`src/rtl/onewire_pkg.sv`:
```
// 1-Wire slot engine package: command/state enums, µs timing tables and cycle-count helper.
// Overdrive tables are elaborated only when ONEWIRE_OVERDRIVE_EN is defined.
package onewire_pkg;

  typedef enum logic [1:0] {
    OW_RESET  = 2'd0,
    OW_WRITE0 = 2'd1,
    OW_WRITE1 = 2'd2,
    OW_READ   = 2'd3
  } ow_cmd_t;

  typedef enum logic [1:0] {
    ST_IDLE    = 2'd0,
    ST_LOW     = 2'd1,
    ST_RELEASE = 2'd2,
    ST_RECOVER = 2'd3
  } ow_state_t;

  typedef struct packed {
    int low;
    int smp;
    int slot;
    int rec;
  } ow_timing_t;

  localparam int STD_RST_LOW_US  = 480;
  localparam int STD_RST_SMP_US  = 550;
  localparam int STD_RST_SLOT_US = 960;
  localparam int STD_W0_LOW_US   = 60;
  localparam int STD_W1_LOW_US   = 6;
  localparam int STD_RD_LOW_US   = 6;
  localparam int STD_RD_SMP_US   = 15;
  localparam int STD_BIT_SLOT_US = 70;
  localparam int STD_REC_US      = 10;

`ifdef ONEWIRE_OVERDRIVE_EN
  localparam int OD_RST_LOW_US  = 70;
  localparam int OD_RST_SMP_US  = 78;
  localparam int OD_RST_SLOT_US = 118;
  localparam int OD_W0_LOW_US   = 8;
  localparam int OD_W1_LOW_US   = 1;
  localparam int OD_RD_LOW_US   = 1;
  localparam int OD_RD_SMP_US   = 2;
  localparam int OD_BIT_SLOT_US = 10;
  localparam int OD_REC_US      = 2;
`endif

  // Write slots carry smp=0; the engine never samples during them.
  function automatic ow_timing_t ow_us_std(input ow_cmd_t cmd);
    ow_timing_t us;
    case (cmd)
      OW_RESET:  us = '{STD_RST_LOW_US, STD_RST_SMP_US, STD_RST_SLOT_US, STD_REC_US};
      OW_WRITE0: us = '{STD_W0_LOW_US, 0, STD_BIT_SLOT_US, STD_REC_US};
      OW_WRITE1: us = '{STD_W1_LOW_US, 0, STD_BIT_SLOT_US, STD_REC_US};
      default:   us = '{STD_RD_LOW_US, STD_RD_SMP_US, STD_BIT_SLOT_US, STD_REC_US};
    endcase
    return us;
  endfunction

`ifdef ONEWIRE_OVERDRIVE_EN
  function automatic ow_timing_t ow_us_od(input ow_cmd_t cmd);
    ow_timing_t us;
    case (cmd)
      OW_RESET:  us = '{OD_RST_LOW_US, OD_RST_SMP_US, OD_RST_SLOT_US, OD_REC_US};
      OW_WRITE0: us = '{OD_W0_LOW_US, 0, OD_BIT_SLOT_US, OD_REC_US};
      OW_WRITE1: us = '{OD_W1_LOW_US, 0, OD_BIT_SLOT_US, OD_REC_US};
      default:   us = '{OD_RD_LOW_US, OD_RD_SMP_US, OD_BIT_SLOT_US, OD_REC_US};
    endcase
    return us;
  endfunction
`endif

  function automatic ow_timing_t ow_timing(input ow_cmd_t cmd, input logic od, input int clk_mhz);
    ow_timing_t us;
    ow_timing_t cyc;
    us = ow_us_std(cmd);
`ifdef ONEWIRE_OVERDRIVE_EN
    if (od) us = ow_us_od(cmd);
`else
    // Without overdrive support, od selects the standard table as well.
    if (od) us = ow_us_std(cmd);
`endif
    cyc = '{us.low * clk_mhz, us.smp * clk_mhz, us.slot * clk_mhz, us.rec * clk_mhz};
    return cyc;
  endfunction

endpackage

```
`src/rtl/onewire_sync.sv`:
```
// Two-flop synchroniser for the raw 1-Wire line; resets to 1, the idle bus level.
module onewire_sync (
  input  logic clk,
  input  logic rst_n,
  input  logic d,
  output logic q
);

  logic meta_q, meta_d;
  logic sync_q, sync_d;

  always_comb begin
    meta_d = d;
    sync_d = meta_q;
  end

  always_ff @(posedge clk or negedge rst_n) begin
    if (!rst_n) begin
      meta_q <= 1'b1;
      sync_q <= 1'b1;
    end else begin
      meta_q <= meta_d;
      sync_q <= sync_d;
    end
  end

  assign q = sync_q;

endmodule

```
`src/rtl/onewire_slot_engine.sv`:
```
// 1-Wire master slot generator: reset/presence, write-0, write-1 and read-bit slots.
// Defining ONEWIRE_OVERDRIVE_EN adds the od_mode input and overdrive timing.
//
// state      | meaning
// ST_IDLE    | waiting for start; bus released
// ST_LOW     | master pulls the bus low
// ST_RELEASE | bus released; RESET/READ sample point lies here
// ST_RECOVER | inter-slot recovery; done on the last cycle
module onewire_slot_engine
  import onewire_pkg::*;
#(
  parameter int CLK_MHZ = 27
) (
  input  logic       clk,
  input  logic       rst_n,
  input  logic       start,
  input  logic [1:0] cmd,
  input  logic       bus_in,
`ifdef ONEWIRE_OVERDRIVE_EN
  input  logic       od_mode,
`endif
  output logic       busy,
  output logic       drive_low,
  output logic       sample,
  output logic       presence,
  output logic       rx_bit,
  output logic       done
);

  localparam int CW = $clog2((STD_RST_SLOT_US + STD_REC_US) * CLK_MHZ + 1);

  // Terminal-count compare values, all resolved at elaboration.
  typedef struct packed {
    logic [CW-1:0] low_end;
    logic [CW-1:0] smp;
    logic [CW-1:0] slot_end;
    logic [CW-1:0] last;
  } tc_t;

  function automatic tc_t to_tc(input ow_timing_t t);
    tc_t tc;
    tc.low_end  = CW'(t.low - 1);
    tc.smp      = CW'(t.smp);
    tc.slot_end = CW'(t.slot - 1);
    tc.last     = CW'(t.slot + t.rec - 1);
    return tc;
  endfunction

  localparam tc_t TC_RST = to_tc(ow_timing(OW_RESET,  1'b0, CLK_MHZ));
  localparam tc_t TC_W0  = to_tc(ow_timing(OW_WRITE0, 1'b0, CLK_MHZ));
  localparam tc_t TC_W1  = to_tc(ow_timing(OW_WRITE1, 1'b0, CLK_MHZ));
  localparam tc_t TC_RD  = to_tc(ow_timing(OW_READ,   1'b0, CLK_MHZ));
`ifdef ONEWIRE_OVERDRIVE_EN
  localparam tc_t TC_OD_RST = to_tc(ow_timing(OW_RESET,  1'b1, CLK_MHZ));
  localparam tc_t TC_OD_W0  = to_tc(ow_timing(OW_WRITE0, 1'b1, CLK_MHZ));
  localparam tc_t TC_OD_W1  = to_tc(ow_timing(OW_WRITE1, 1'b1, CLK_MHZ));
  localparam tc_t TC_OD_RD  = to_tc(ow_timing(OW_READ,   1'b1, CLK_MHZ));
`endif

  ow_state_t     state_q, state_d;
  ow_cmd_t       cmd_q, cmd_d;
  logic [CW-1:0] t_q, t_d;
  logic          presence_q, presence_d;
  logic          rx_bit_q, rx_bit_d;
  logic          bus_sync;
  logic          has_smp;
  tc_t           tc;
`ifdef ONEWIRE_OVERDRIVE_EN
  logic          od_q, od_d;
`endif

  onewire_sync u_sync (
    .clk   (clk),
    .rst_n (rst_n),
    .d     (bus_in),
    .q     (bus_sync)
  );

  always_comb begin
    case (cmd_q)
      OW_RESET:  tc = TC_RST;
      OW_WRITE0: tc = TC_W0;
      OW_WRITE1: tc = TC_W1;
      default:   tc = TC_RD;
    endcase
`ifdef ONEWIRE_OVERDRIVE_EN
    if (od_q) begin
      case (cmd_q)
        OW_RESET:  tc = TC_OD_RST;
        OW_WRITE0: tc = TC_OD_W0;
        OW_WRITE1: tc = TC_OD_W1;
        default:   tc = TC_OD_RD;
      endcase
    end
`endif
  end

  assign has_smp = (cmd_q == OW_RESET) || (cmd_q == OW_READ);

  always_comb begin
    state_d    = state_q;
    cmd_d      = cmd_q;
    t_d        = t_q + CW'(1);
    presence_d = presence_q;
    rx_bit_d   = rx_bit_q;
    drive_low  = 1'b0;
    sample     = 1'b0;
    done       = 1'b0;
`ifdef ONEWIRE_OVERDRIVE_EN
    od_d       = od_q;
`endif
    case (state_q)
      ST_IDLE: begin
        t_d = '0;
        if (start) begin
          cmd_d   = ow_cmd_t'(cmd);
`ifdef ONEWIRE_OVERDRIVE_EN
          od_d    = od_mode;
`endif
          state_d = ST_LOW;
        end
      end
      ST_LOW: begin
        drive_low = 1'b1;
        if (t_q == tc.low_end) state_d = ST_RELEASE;
      end
      ST_RELEASE: begin
        if (has_smp && (t_q == tc.smp)) begin
          sample = 1'b1;
          if (cmd_q == OW_RESET) presence_d = ~bus_sync;
          else                   rx_bit_d   = bus_sync;
        end
        if (t_q == tc.slot_end) state_d = ST_RECOVER;
      end
      default: begin
        if (t_q == tc.last) begin
          done    = 1'b1;
          t_d     = '0;
          state_d = ST_IDLE;
        end
      end
    endcase
  end

  always_ff @(posedge clk or negedge rst_n) begin
    if (!rst_n) begin
      state_q    <= ST_IDLE;
      cmd_q      <= OW_RESET;
      t_q        <= '0;
      presence_q <= 1'b0;
      rx_bit_q   <= 1'b0;
`ifdef ONEWIRE_OVERDRIVE_EN
      od_q       <= 1'b0;
`endif
    end else begin
      state_q    <= state_d;
      cmd_q      <= cmd_d;
      t_q        <= t_d;
      presence_q <= presence_d;
      rx_bit_q   <= rx_bit_d;
`ifdef ONEWIRE_OVERDRIVE_EN
      od_q       <= od_d;
`endif
    end
  end

  assign busy     = (state_q != ST_IDLE);
  assign presence = presence_q;
  assign rx_bit   = rx_bit_q;

endmodule

```
`config.mk`:
```
export PLATFORM = sky130hd
export DESIGN_NAME = onewire_slot_engine
export DESIGN_NICKNAME = d
export VERILOG_FILES = /design/src/rtl/onewire_pkg.sv /design/src/rtl/onewire_sync.sv /design/src/rtl/onewire_slot_engine.sv
export SDC_FILE = /design/constraint.sdc
export NUM_CORES = 1
export LEC_CHECK = 0
export ABC_AREA = 1
export BUFFER_PORTS_ARGS = -buffer_cell sky130_fd_sc_hd__buf_2
export CORE_MARGIN = 8
export CORE_UTILIZATION = 55
export CTS_CLUSTER_DIAMETER = 30
export DETAILED_ROUTE_END_ITERATION = 7
export GPL_TIMING_DRIVEN = 1
export PLACE_DENSITY = 0.76
export SLEW_MARGIN = 10
export SYNTH_ARGS = -nofsm -noshare
export SYNTH_HDL_FRONTEND = slang
export SYNTH_SLANG_ARGS = --single-unit
export TNS_END_PERCENT = 5
```
`constraint.sdc`:
```
create_clock -name clk -period 4.72 [get_ports clk]
set_input_delay 1.18 -clock clk [delete_from_list [all_inputs] [get_ports clk]]
set_output_delay 1.18 -clock clk [all_outputs]
set_load 0.02 [all_outputs]
```
==> results of run 1 <==
==> synthesized netlist by cell type (2+ instances only) <==
cell type and number:
nand2_1 80, nor2_1 37, inv_1 36, dfrtp_1 21, nor2_2 14, nand3_1 11
ha_1 10, nor3_1 8, o21ai_0 7, xor2_1 5, a21oi_1 4, nand4_1 3
o21bai_1 3, buf_2 2, buf_6 2, dfstp_2 2, inv_2 2, nand3b_1 2
==> final timing paths <==
check / start / endpoint / slack, ps / cells past startpoint
setup / recovery: cmd_q[0] / sample / 1140 / 9
hold / removal: u_sync.meta_q / u_sync.q / 370 / 0
setup reg to reg: cmd_q[0] / t_q[9] / 2300 / 9
hold reg to reg: u_sync.meta_q / u_sync.q / 370 / 0
max in group asynchronous: rst_n / u_sync.q / 3550 / 1
min in group asynchronous: rst_n / t_q[11] / 810 / 1
==> sequential cells by signal (all words and copies together), names as in the netlist <==
register       cells
state_q            2
rx_bit             1
u_sync.meta_q      1
u_sync.q           1
presence           1
t_q               15
cmd_q              2
==> routing by layer <==
layer / vias to the layer above / track usage / part of all wire
li1: 821 / - / -
met1: 733 / 0.213 / 0.46
met2: 46 / 0.224 / 0.45
met3: 6 / 0.0220 / 0.077
met4: 0 / 0.0689 / 0.014
met5: - / 0 / 0
==> worst reg2reg max path, delay by kind of cell (launching register included) <==
family          cells  cell delay, ps
mux                 1             550
fa+ha+maj           1             470
flops               1             440
simple gates        4             440
buf+inv             2             340
compound gates      1              50
==> area by class of cell <==
class                   instances  share of cell area
multi-input cells             194               0.537
inverters                      38              0.0767
clock inverters                 1             0.00403
well taps                      44              0.0296
clock buffers                   3              0.0121
repair buffers                 11              0.0296
flip-flops and latches         23               0.311
==> cell families (layout without fill, tap and decap cells) <==
logic type / Yosys count / count (layout)
AOI/OAI and AO/OA: 17 / 17
and+or+nand+nor: 160 / 160
DFF: 23 / 23
buffers and inverters: 44 / 53
xor gates and xnor gates: 6 / 6
muxes: 1 / 1
adders and majority gates: 10 / 10
==> power breakdown <==
group	leakage, nW	internal (mW)	switching, mW	total [mW]
logic	0.644	0.00156	0.00420	0.00576
registers	0.279	0.199	0.000289	0.199
clock network	0.0139	0.0323	0.0614	0.0937
==> stage by stage <==
step | util | total power [mW] | hold WS, ps | setup WS, ps | instance area, µm²
3_5_place_dp | 0.600 | 0.209 | 347 | 1490 | 1830
2_1_floorplan | - | 0.203 | 345 | 1990 | 1770
3_3_place_gp | 0.600 | 0.208 | 346 | 1570 | 1830
4_1_cts | 0.609 | 0.304 | 367 | 1130 | 1860
6_report | 0.609 | 0.298 | 365 | 1140 | 1860
5_1_grt | 0.609 | 0.313 | 376 | 914 | 1860
==> run summary, run 1 <==
ROUTE
--------------------------------------------------------------------------------------------
Total iterations of the first detailed-routing run                                         4
Detailed Route Iter0 Violations                                                          182
Overall routed net length                                                            3760 µm
Vias after detailed routing                                                             1606
Routed length per instance                                                           12.0 µm
Routed Antenna Nets                                                                        0
Via density per instance                                                                5.11
DRC Markers                                                                                0

LOGIC SYNTHESIS
--------------------------------------------------------------------------------------------
Share of cell area taken by muxes after synthesis                                     0.0128
EDFF count, synth                                                                          0
Share of the synthesized area in compound gates (AO/OA/AOI/OAI)                       0.0553
Portion of the post-synthesis area used by sequential elements                         0.327
Largest cells by area after synthesis                                           dfrtp_1 30%, nand2_1 17%, nor2_1 7.9%
Asr flop ratio synth                                                                    1.00
Instance count of the mapped netlist                                                     261
Mean instance size in the synthesized netlist                                       6.76 µm²
Fraction of the mapped netlist area in adder cells                                    0.0709
Basic-gate share of the synthesized area counting and, or, nand and nor cells          0.398
Net Count, Synth                                                                         277
Cell taking the most area after synthesis                                            dfrtp_1
Xor-xnor portion of the synthesized cell area                                         0.0298
Proportion of netlist area held by the largest area contributor                        0.298
Flop and latch count out of synthesis                                                     23
Predominant post-synthesis flop cell                                                 dfrtp_1
Synthesized cell area                                                               1770 µm²
Largest family of logic cells by synthesized area                               simple AND/OR/NAND/NOR gates
Number of warnings reported in the yosys synthesis log                                     0
Number of distinct library cells after synthesis                                          30

CELLS AND AREA
--------------------------------------------------------------------------------------------
Total number of nets in the final design                                                 287
Fill cells                                                                               295
Diode insertion count for antenna repair                                                   0
Most common library cell in the layout ignoring fill and taps                        nand2_1
Final cell count without fillers                                                         314
Layout overhead on the synthesized area                                                5.39%
Area taken by flip-flops and latches                                                 578 µm²
Total area of multi-input combinational cells                                       1000 µm²
Leading cell types in the layout, fill and taps excluded                        80 x nand2_1, 37 x nor2_1, 36 x inv_1
Layout cells sized above 1                                                             0.141

SETUP PATH
--------------------------------------------------------------------------------------------
Max FO, Critical Path                                                                     14
Delay of the slowest cell on the worst path                                           470 ps
Critical-path cell list                                                         inv_1, ha_1, inv_2, nand2_1, nand2_1, nor2_2, nand3b_1, nor3_4, buf_2
Slowest library cell on the worst path                                                  ha_1
Crit path top cell by count                                                          nand2_1
CP Capture Type                                                                   output pin
Family of cells with the greatest summed delay on the critical path             simple AND/OR/NAND/NOR gates
Req. time, crit path                                                                 3540 ps
Crit start category                                                                     flop
Type of the worst setup path                                                      reg -> out
Data arrival time at the worst-slack endpoint                                        2400 ps
Critical path buffers and inverters                                                        3

PLACED DESIGN
--------------------------------------------------------------------------------------------
Cell count after placement                                                               310
GPL Wtd Cong                                                                           0.930
Count of input and output buffers                                                         11
Half-perimeter wire length after detailed placement                                  2940 µm

GLOBAL ROUTING
--------------------------------------------------------------------------------------------
Residual overflow from global routing                                                      0
Number of global-route vias before repair                                               1479
Number of antenna violations at the first check in global routing                          0
Pin count of the biggest net entering global routing                                      24
GRT Total Usage                                                                        0.152
Wire length of the first global-routing pass                                         6560 µm

CLOCK TREE
--------------------------------------------------------------------------------------------
Hold-fix buffers at CTS                                                                    0
CTS Buf Count                                                                              3
Number of clock sinks                                                                     23
Clock tree from TritonCTS                                                              built
Number of buffers between clock root and the deepest sink                                  2
Clock Root Buffer                                                                   clkbuf_4
Total number of H-tree levels                                                              1
Clock insertion delay at the later pin of the skew report                             310 ps
Clk pin slew, worst setup/hold paths                                                  130 ps
Number of resized instances in the post-cts repair step                                    0
Buffers inserted by post-CTS timing repair                                                 0

STA
--------------------------------------------------------------------------------------------
Unrepaired setup endpoints after global routing                                           no
Worst Max-Slew Pin Slew                                                               660 ps
Count of pins over their slew limit                                                        0
Setup Skew                                                                           1.33 ps
Max-slew headroom at the worst pin                                                     0.551
Summed negative setup slack over all endpoints                                          0 ps
Post-route minimum period                                                            3580 ps
Max Fclk                                                                           0.279 GHz
Count of final hold-check violations                                                       0
Final worst-path cycle share                                                           0.758
Final count of negative-setup-slack endpoints                                              0

PWR
--------------------------------------------------------------------------------------------
Total power divided by cell area                                                  160 nW/µm²
Leak                                                                                0.937 nW
Peak supply drop                                                                    0.135 mV

MIN PATH
--------------------------------------------------------------------------------------------
Tightest Hold Check Type                                                          reg -> reg

DIE
--------------------------------------------------------------------------------------------
Area of the core                                                                    3050 µm²
Starting Density                                                                       0.578
Area enclosed by the die boundary                                                   5280 µm²
Die extent in y                                                                      72.7 µm
Horizontal die dimension                                                             72.7 µm
IO Count                                                                                  12
Floorplan row count                                                                       20

FLOW RUN
--------------------------------------------------------------------------------------------
Max-cap violations                                                                         0

RUN STATUS
--------------------------------------------------------------------------------------------
Status                                                                          complete, no violations

Note: power is estimated with default switching activity, not from simulation.
==> run 2, diff against run 1 <==
--- a/config.mk
+++ b/config.mk
@@ -8,11 +8,11 @@
 export ABC_AREA = 1
 export BUFFER_PORTS_ARGS = -buffer_cell sky130_fd_sc_hd__buf_2
 export CORE_MARGIN = 8
-export CORE_UTILIZATION = 55
+export CORE_UTILIZATION = 54
 export CTS_CLUSTER_DIAMETER = 30
 export DETAILED_ROUTE_END_ITERATION = 7
 export GPL_TIMING_DRIVEN = 1
-export PLACE_DENSITY = 0.76
+export PLACE_DENSITY = 0.77
 export SLEW_MARGIN = 10
 export SYNTH_ARGS = -nofsm -noshare
 export SYNTH_HDL_FRONTEND = slang
==> constraint.sdc (replaced) <==
create_clock -name clk -period 2.95 [get_ports clk]
set_input_delay 0.7375 -clock clk [delete_from_list [all_inputs] [get_ports clk]]
set_output_delay 0.7375 -clock clk [all_outputs]
set_load 0.02 [all_outputs]
==> run 2 against run 1 <==
Final cell count rose by 1.3%. Sequential share of layout area fell by 0.59 points. Sequential power rose by 60%. Via count fell by 1.2%. Total power rose by 62%. Count of clock-buffer cells in the layout did not move. Worst hold slack improved by 1.0 ps. Design area rose by 2.0%. Clock skew rose by 1.2 ps. Core utilization rose by 0.68 points. Highest routed layer unchanged. Setup slack got worse by 1000 ps. Largest power group unchanged.
==> run summary, run 2 (synthesis gave the netlist of run 1 again) <==
CELLS AND AREA
--------------------------------------------------------------------------------
Total number of nets in the final design                                     291   +1.4%
Top reg by flops                                                             t_q
Layout overhead on the synthesized area                                    7.44%
Diode insertion count for antenna repair                                       0   unchanged
Biggest registers after layout                                      t_q x15, cmd_q x2, state_q x2
Max FFs per register                                                          15   unchanged
Final Core Density                                                         0.616   +0.00683
Layout cells sized above 1                                                 0.157   +0.0162
Leading cell types in the layout, fill and taps excluded            80 x nand2_1, 37 x nor2_1, 35 x inv_1
Most common library cell in the layout ignoring fill and taps            nand2_1

ROUTE
--------------------------------------------------------------------------------
Detailed Route Iter0 Violations                                               77   -58%
Routed length per instance                                               12.0 µm   +0.50%
Total iterations of the first detailed-routing run                             4   unchanged
Vias after detailed routing                                                 1587   -1.2%
Overall routed net length                                                3820 µm   +1.8%
DRC Markers                                                                    0   unchanged
Routed Antenna Nets                                                            0   unchanged
Via density per instance                                                    4.99   -2.4%

PLACED DESIGN
--------------------------------------------------------------------------------
Half-perimeter wire length after detailed placement                      2910 µm   -1.3%
Count of input and output buffers                                             11   unchanged
GPL Wtd Cong                                                               0.929   -0.16%

STA
--------------------------------------------------------------------------------
Setup Skew                                                               2.53 ps   +1.20 ps
Final count of negative-setup-slack endpoints                                  0   unchanged
Worst Max-Slew Pin Slew                                                   663 ps   +3.49 ps
Summed negative setup slack over all endpoints                              0 ps   unchanged
Final worst-path cycle share                                               0.951
Max-slew headroom at the worst pin                                         0.549   -0.00238
Count of pins over their slew limit                                            0   unchanged
Max Fclk                                                               0.356 GHz
Count of final hold-check violations                                           0   unchanged
Post-route minimum period                                                2810 ps

RUN STATUS
--------------------------------------------------------------------------------
Status                                                              complete, no violations

SETUP PATH
--------------------------------------------------------------------------------
Crit start category                                                         flop
CP Capture Type                                                       output pin
Worst setup startpoint                                                  cmd_q[0]
Max FO, Critical Path                                                         13   -1
Data arrival time at the worst-slack endpoint                            2070 ps   -330 ps
Req. time, crit path                                                     2210 ps   -1330 ps
Cells on worst reg2reg path                                                   10   +1
Type of the worst setup path                                          reg -> out
Reg2Reg Launch Point                                                    cmd_q[1]
Register-to-register setup slack                                          750 ps   -1550 ps
Critical register-to-register path endpoint                              t_q[14]

GLOBAL ROUTING
--------------------------------------------------------------------------------
Wire length of the first global-routing pass                             6730 µm   +2.6%
Residual overflow from global routing                                          0   unchanged
Number of antenna violations at the first check in global routing              0   unchanged
Pin count of the biggest net entering global routing                          24   unchanged
GRT Total Usage                                                            0.157   +0.00515
Number of global-route vias before repair                                   1558   +5.3%

CLOCK TREE
--------------------------------------------------------------------------------
Clk pin slew, worst setup/hold paths                                      140 ps   about the same
Clock insertion delay at the later pin of the skew report                 320 ps   about the same
Number of buffers between clock root and the deepest sink                      2   unchanged
Number of clock sinks                                                         23   unchanged
Hold-fix buffers at CTS                                                        0   unchanged
CTS Buf Count                                                                  3   unchanged
Total number of H-tree levels                                                  1   unchanged
Clock tree from TritonCTS                                                  built
Clock Root Buffer                                                       clkbuf_4

DIE
--------------------------------------------------------------------------------
Floorplan row count                                                           20   unchanged
Area enclosed by the die boundary                                       5360 µm²   +1.5%
Starting Density                                                           0.574   -0.00470
Horizontal die dimension                                                 73.2 µm   +0.72%
Area of the core                                                        3080 µm²   +0.82%
Die extent in y                                                          73.2 µm   +0.72%
IO Count                                                                      12   unchanged

FLOW RUN
--------------------------------------------------------------------------------
Max-cap violations                                                             0   unchanged

MIN PATH
--------------------------------------------------------------------------------
Tightest Hold Check Type                                             in -> async

PWR
--------------------------------------------------------------------------------
Peak supply drop                                                        0.131 mV   -2.8%
Overall Power                                                           0.484 mW   +62%
Total power divided by cell area                                      255 nW/µm²   +59%
Leak                                                                    0.955 nW   +1.8%

-- run 2: changes by cell type in the layout (fill, tap and decap cells not counted), sizes merged --
cell / previous run / this run
buf: 11 / 15
-- run 2: per-stage QoR --
stage	worst slack, ps	std cells	hold slack [ps]	cell area [µm²]
finish	145	318	366	1900
global route	-30.4	318	374	1900
CTS	76.9	315	369	1870
detailed placement	454	311	349	1840
global placement	508	311	346	1840
floorplan	666	261	345	1770
-- run 2: where the power goes --
part	total, mW	switching, mW	internal, mW
registers	0.318	0.000587	0.318
logic	0.00936	0.00686	0.00250
clock network	0.157	0.105	0.0517
-- run 2: area by class of cell --
class	count	area, µm²
Tap cell	44	55.1
Timing Repair Buffer	15	91.3
Clock buffer	3	22.5
Multi-Input combinational cell	194	1000
Inverter	38	143
Sequential cell	23	578
Clock inverter	1	7.51
Fill cell	301	1180
-- run 2: repair_timing --
| action | 4_1_cts | 5_1_grt |
|---|---|---|
| setup endpoints to repair | 0 | 1 |
| buffers inserted | 0 | 3 |
| gates resized for setup | 0 | 3 |
-- run 2: worst max path at each step --
stage / to / slack [ps] / depth (start not counted)
global route: sample / -30 / 9
detailed placement: sample / 450 / 9
global placement: sample / 510 / 9
floorplan: done / 670 / 10
finish: sample / 140 / 9
CTS: sample / 80 / 9
-- run 2: critical path, cell delays in order, from the launching register on --
cell and delay, ps:
dfrtp_1 440, inv_2 70, ha_1 220, buf_4 180
nand2_1 90, nand2_1 60, nor2_2 110, nand3b_1 150
nor3_4 280, buf_6 150
-- run 2: metal layers --
metal,GRT usage,vias up,share of wire
met5,0,-,0
met4,0.0733,0,0.025
met3,0.0247,11,0.049
met2,0.259,40,0.46
met1,0.195,703,0.46
li1,-,833,-
==> run 3, diff against run 2 <==
--- a/config.mk
+++ b/config.mk
@@ -8,11 +8,11 @@
 export ABC_AREA = 1
 export BUFFER_PORTS_ARGS = -buffer_cell sky130_fd_sc_hd__buf_2
 export CORE_MARGIN = 8
-export CORE_UTILIZATION = 54
+export CORE_UTILIZATION = 55
 export CTS_CLUSTER_DIAMETER = 30
 export DETAILED_ROUTE_END_ITERATION = 7
 export GPL_TIMING_DRIVEN = 1
-export PLACE_DENSITY = 0.77
+export PLACE_DENSITY = 0.76
 export SLEW_MARGIN = 10
 export SYNTH_ARGS = -nofsm -noshare
 export SYNTH_HDL_FRONTEND = slang
==> constraint.sdc (replaced) <==
create_clock -name clk -period 3.15 [get_ports clk]
set_input_delay 0.7875 -clock clk [delete_from_list [all_inputs] [get_ports clk]]
set_output_delay 0.7875 -clock clk [all_outputs]
set_load 0.02 [all_outputs]
==> run 3 against run 2 <==
Sequential power shrank 6.3%. Global-route usage decreased by 1.2 points. Combinational power decreased by 8.9%. Setup slack gained 130 ps. Final cell count fell by 0.94%. Sequential cell count unchanged. Total power fell by 8.6%. Via count up 0.82%. Worst hold slack worse by 0.87 ps. Design area decreased by 1.6%. Count of clock-buffer cells in the layout did not move. Largest cell class unchanged.
==> run summary, run 3 (synthesis gave the netlist of run 1 again) <==
CELLS AND AREA
--------------------------------------------------------------------------------
Final Core Density                                                         0.611   -0.00519
Most common library cell in the layout ignoring fill and taps            nand2_1
Fill cells                                                                   298   -1.0%
Final cell count without fillers                                             315   -0.94%
Total number of nets in the final design                                     288   -1.0%
Diode insertion count for antenna repair                                       0   unchanged
Leading cell types in the layout, fill and taps excluded            80 x nand2_1, 37 x nor2_1, 36 x inv_1
Biggest registers after layout                                      t_q x15, cmd_q x2, state_q x2
Max FFs per register                                                          15   unchanged
Layout overhead on the synthesized area                                    5.67%
Total area of multi-input combinational cells                           1000 µm²   unchanged
Area taken by flip-flops and latches                                     578 µm²   unchanged
Top reg by flops                                                             t_q
Layout cells sized above 1                                                 0.144   -0.0130

STA
--------------------------------------------------------------------------------
Unrepaired setup endpoints after global routing                               no
Max-slew headroom at the worst pin                                         0.554   +0.00567
Count of pins over their slew limit                                            0   unchanged
Final count of negative-setup-slack endpoints                                  0   unchanged
Count of final hold-check violations                                           0   unchanged
Final worst-path cycle share                                               0.914
Worst Max-Slew Pin Slew                                                   655 ps   -8.32 ps
Setup Skew                                                               6.10 ps   +3.57 ps
Max Fclk                                                               0.347 GHz
Post-route minimum period                                                2880 ps
Summed negative setup slack over all endpoints                              0 ps   unchanged

MIN PATH
--------------------------------------------------------------------------------
Min-Delay Startpoint                                                u_sync.meta_q
Worst hold path cell count                                                     0
Tightest Hold Check Type                                              reg -> reg
Terminating pin of the worst hold path                                  u_sync.q

CLOCK TREE
--------------------------------------------------------------------------------
Number of buffers between clock root and the deepest sink                      2   unchanged
CTS Buf Count                                                                  3   unchanged
Number of clock sinks                                                         23   unchanged
Clk pin slew, worst setup/hold paths                                      130 ps   about the same
Clock tree from TritonCTS                                                  built
Number of resized instances in the post-cts repair step                        0   unchanged
Clock Root Buffer                                                       clkbuf_4
Clock insertion delay at the later pin of the skew report                 310 ps   about the same
Buffers inserted by post-CTS timing repair                                     0   unchanged
Hold-fix buffers at CTS                                                        0   unchanged
Total number of H-tree levels                                                  1   unchanged

ROUTE
--------------------------------------------------------------------------------
Met1 Routed Length                                                       1680 µm   -4.6%
Total iterations of the first detailed-routing run                             5   +1
Routed length per instance                                               11.4 µm   -5.4%
Uppermost signal routing layer after detailed routing                       met4
Overall routed net length                                                3580 µm   -6.3%
Routed Antenna Nets                                                            0   unchanged
DRC Markers                                                                    0   unchanged
Detailed Route Iter0 Violations                                              148   +92%
Wire length on met2                                                      1570 µm   -12%
Via density per instance                                                    5.08   +1.8%
Met3 WL                                                                   296 µm   +57%
Vias after detailed routing                                                 1600   +0.82%

PWR
--------------------------------------------------------------------------------
Part of the power in registers                                             0.673   +0.016
Power spent charging and discharging nets                              0.0954 mW   -15%
Logic pwr share                                                            0.019   about the same
Proportion of power drawn by the clock network                             0.308   -0.015
Peak supply drop                                                        0.184 mV   +41%
Internal power component                                                0.347 mW   -6.6%
Leak                                                                    0.947 nW   -0.84%
Total power divided by cell area                                      237 nW/µm²   -7.0%
Switching fraction of total power                                          0.216   -0.0163

SETUP PATH
--------------------------------------------------------------------------------
Cells on worst reg2reg path                                                   10   unchanged
Reg2Reg Launch Point                                                    cmd_q[0]
Type of the worst setup path                                          reg -> out
CP Capture Type                                                       output pin
Data arrival time at the worst-slack endpoint                            2090 ps   +20 ps
Crit start category                                                         flop
Critical register-to-register path endpoint                               t_q[5]
Register-to-register setup slack                                          970 ps   +220 ps
Max FO, Critical Path                                                         13   unchanged
Req. time, crit path                                                     2360 ps   +150 ps

GLOBAL ROUTING
--------------------------------------------------------------------------------
Pin count of the biggest net entering global routing                          24   unchanged
Residual overflow from global routing                                          0   unchanged
Wire length of the first global-routing pass                             6280 µm   -6.7%
GRT Total Usage                                                            0.145   -0.0120
Number of antenna violations at the first check in global routing              0   unchanged
Number of global-route vias before repair                                   1443   -7.4%

DIE
--------------------------------------------------------------------------------
Floorplan row count                                                           20   unchanged
Horizontal die dimension                                                 72.7 µm   -0.72%
IO Count                                                                      12   unchanged
Area of the core                                                        3050 µm²   -0.81%
Area enclosed by the die boundary                                       5280 µm²   -1.4%
Starting Density                                                           0.578   +0.00470
Die extent in y                                                          72.7 µm   -0.72%

FLOW RUN
--------------------------------------------------------------------------------
Max-cap violations                                                             0   unchanged

PLACED DESIGN
--------------------------------------------------------------------------------
Count of input and output buffers                                             11   unchanged
Cell count after placement                                                   311   unchanged
GPL Wtd Cong                                                               0.937   +0.85%
Half-perimeter wire length after detailed placement                      2800 µm   -3.6%

RUN STATUS
--------------------------------------------------------------------------------
Status                                                              complete, no violations

==> run 3: metrics by stage <==
step	hold WS (ps)	power (mW)	worst slack (ps)	cell area, µm²
floorplan	345	0.304	816	1770
global placement	345	0.312	653	1840
detailed placement	348	0.313	618	1840
CTS	367	0.448	246	1870
global route	368	0.461	112	1870
finish	366	0.443	271	1870
==> run 3: power by group through the flow <==
stage	sequential, mW	clock, mW	combinational [mW]
after floorplan	0.303	0	0.000201
final	0.298	0.136	0.00853
after global placement	0.304	0	0.00884
after CTS	0.298	0.141	0.00906
after global routing	0.298	0.153	0.0102
after detailed placement	0.304	0	0.00905
==> run 3: critical path, stage by stage, from the launching register on <==
cell and delay [ps]:
dfrtp_1 420, inv_1 100, ha_1 230, buf_4 180
nand2_1 90, nand2_1 60, nor2_2 110, nand3b_1 130
nor3_4 250, buf_2 210
==> run 3: final cells by class <==
type / instances / share of cell area
Clock buffer: 3 / 0.0121
Timing Repair Buffer: 12 / 0.0335
Clock inverter: 1 / 0.00268
Multi-Input combinational cell: 194 / 0.536
Sequential cell: 23 / 0.310
Inverter: 38 / 0.0765
Tap cell: 44 / 0.0295
==> run 3: how the worst max path moves through the flow <==
stage             start  endpoint  cells after the start
2_1_floorplan  cmd_q[0]      done                     10
3_3_place_gp   cmd_q[0]    sample                      9
3_5_place_dp   cmd_q[0]    sample                      9
4_1_cts        cmd_q[0]    sample                      9
5_1_grt        cmd_q[0]    sample                      9
6_report       cmd_q[0]    sample                      9
==> run 3: routing by layer <==
layer  track usage  up-vias
li1              -      819
met1         0.202      719
met2         0.220       58
met3        0.0247        4
met4        0.0511        0
met5             0        -
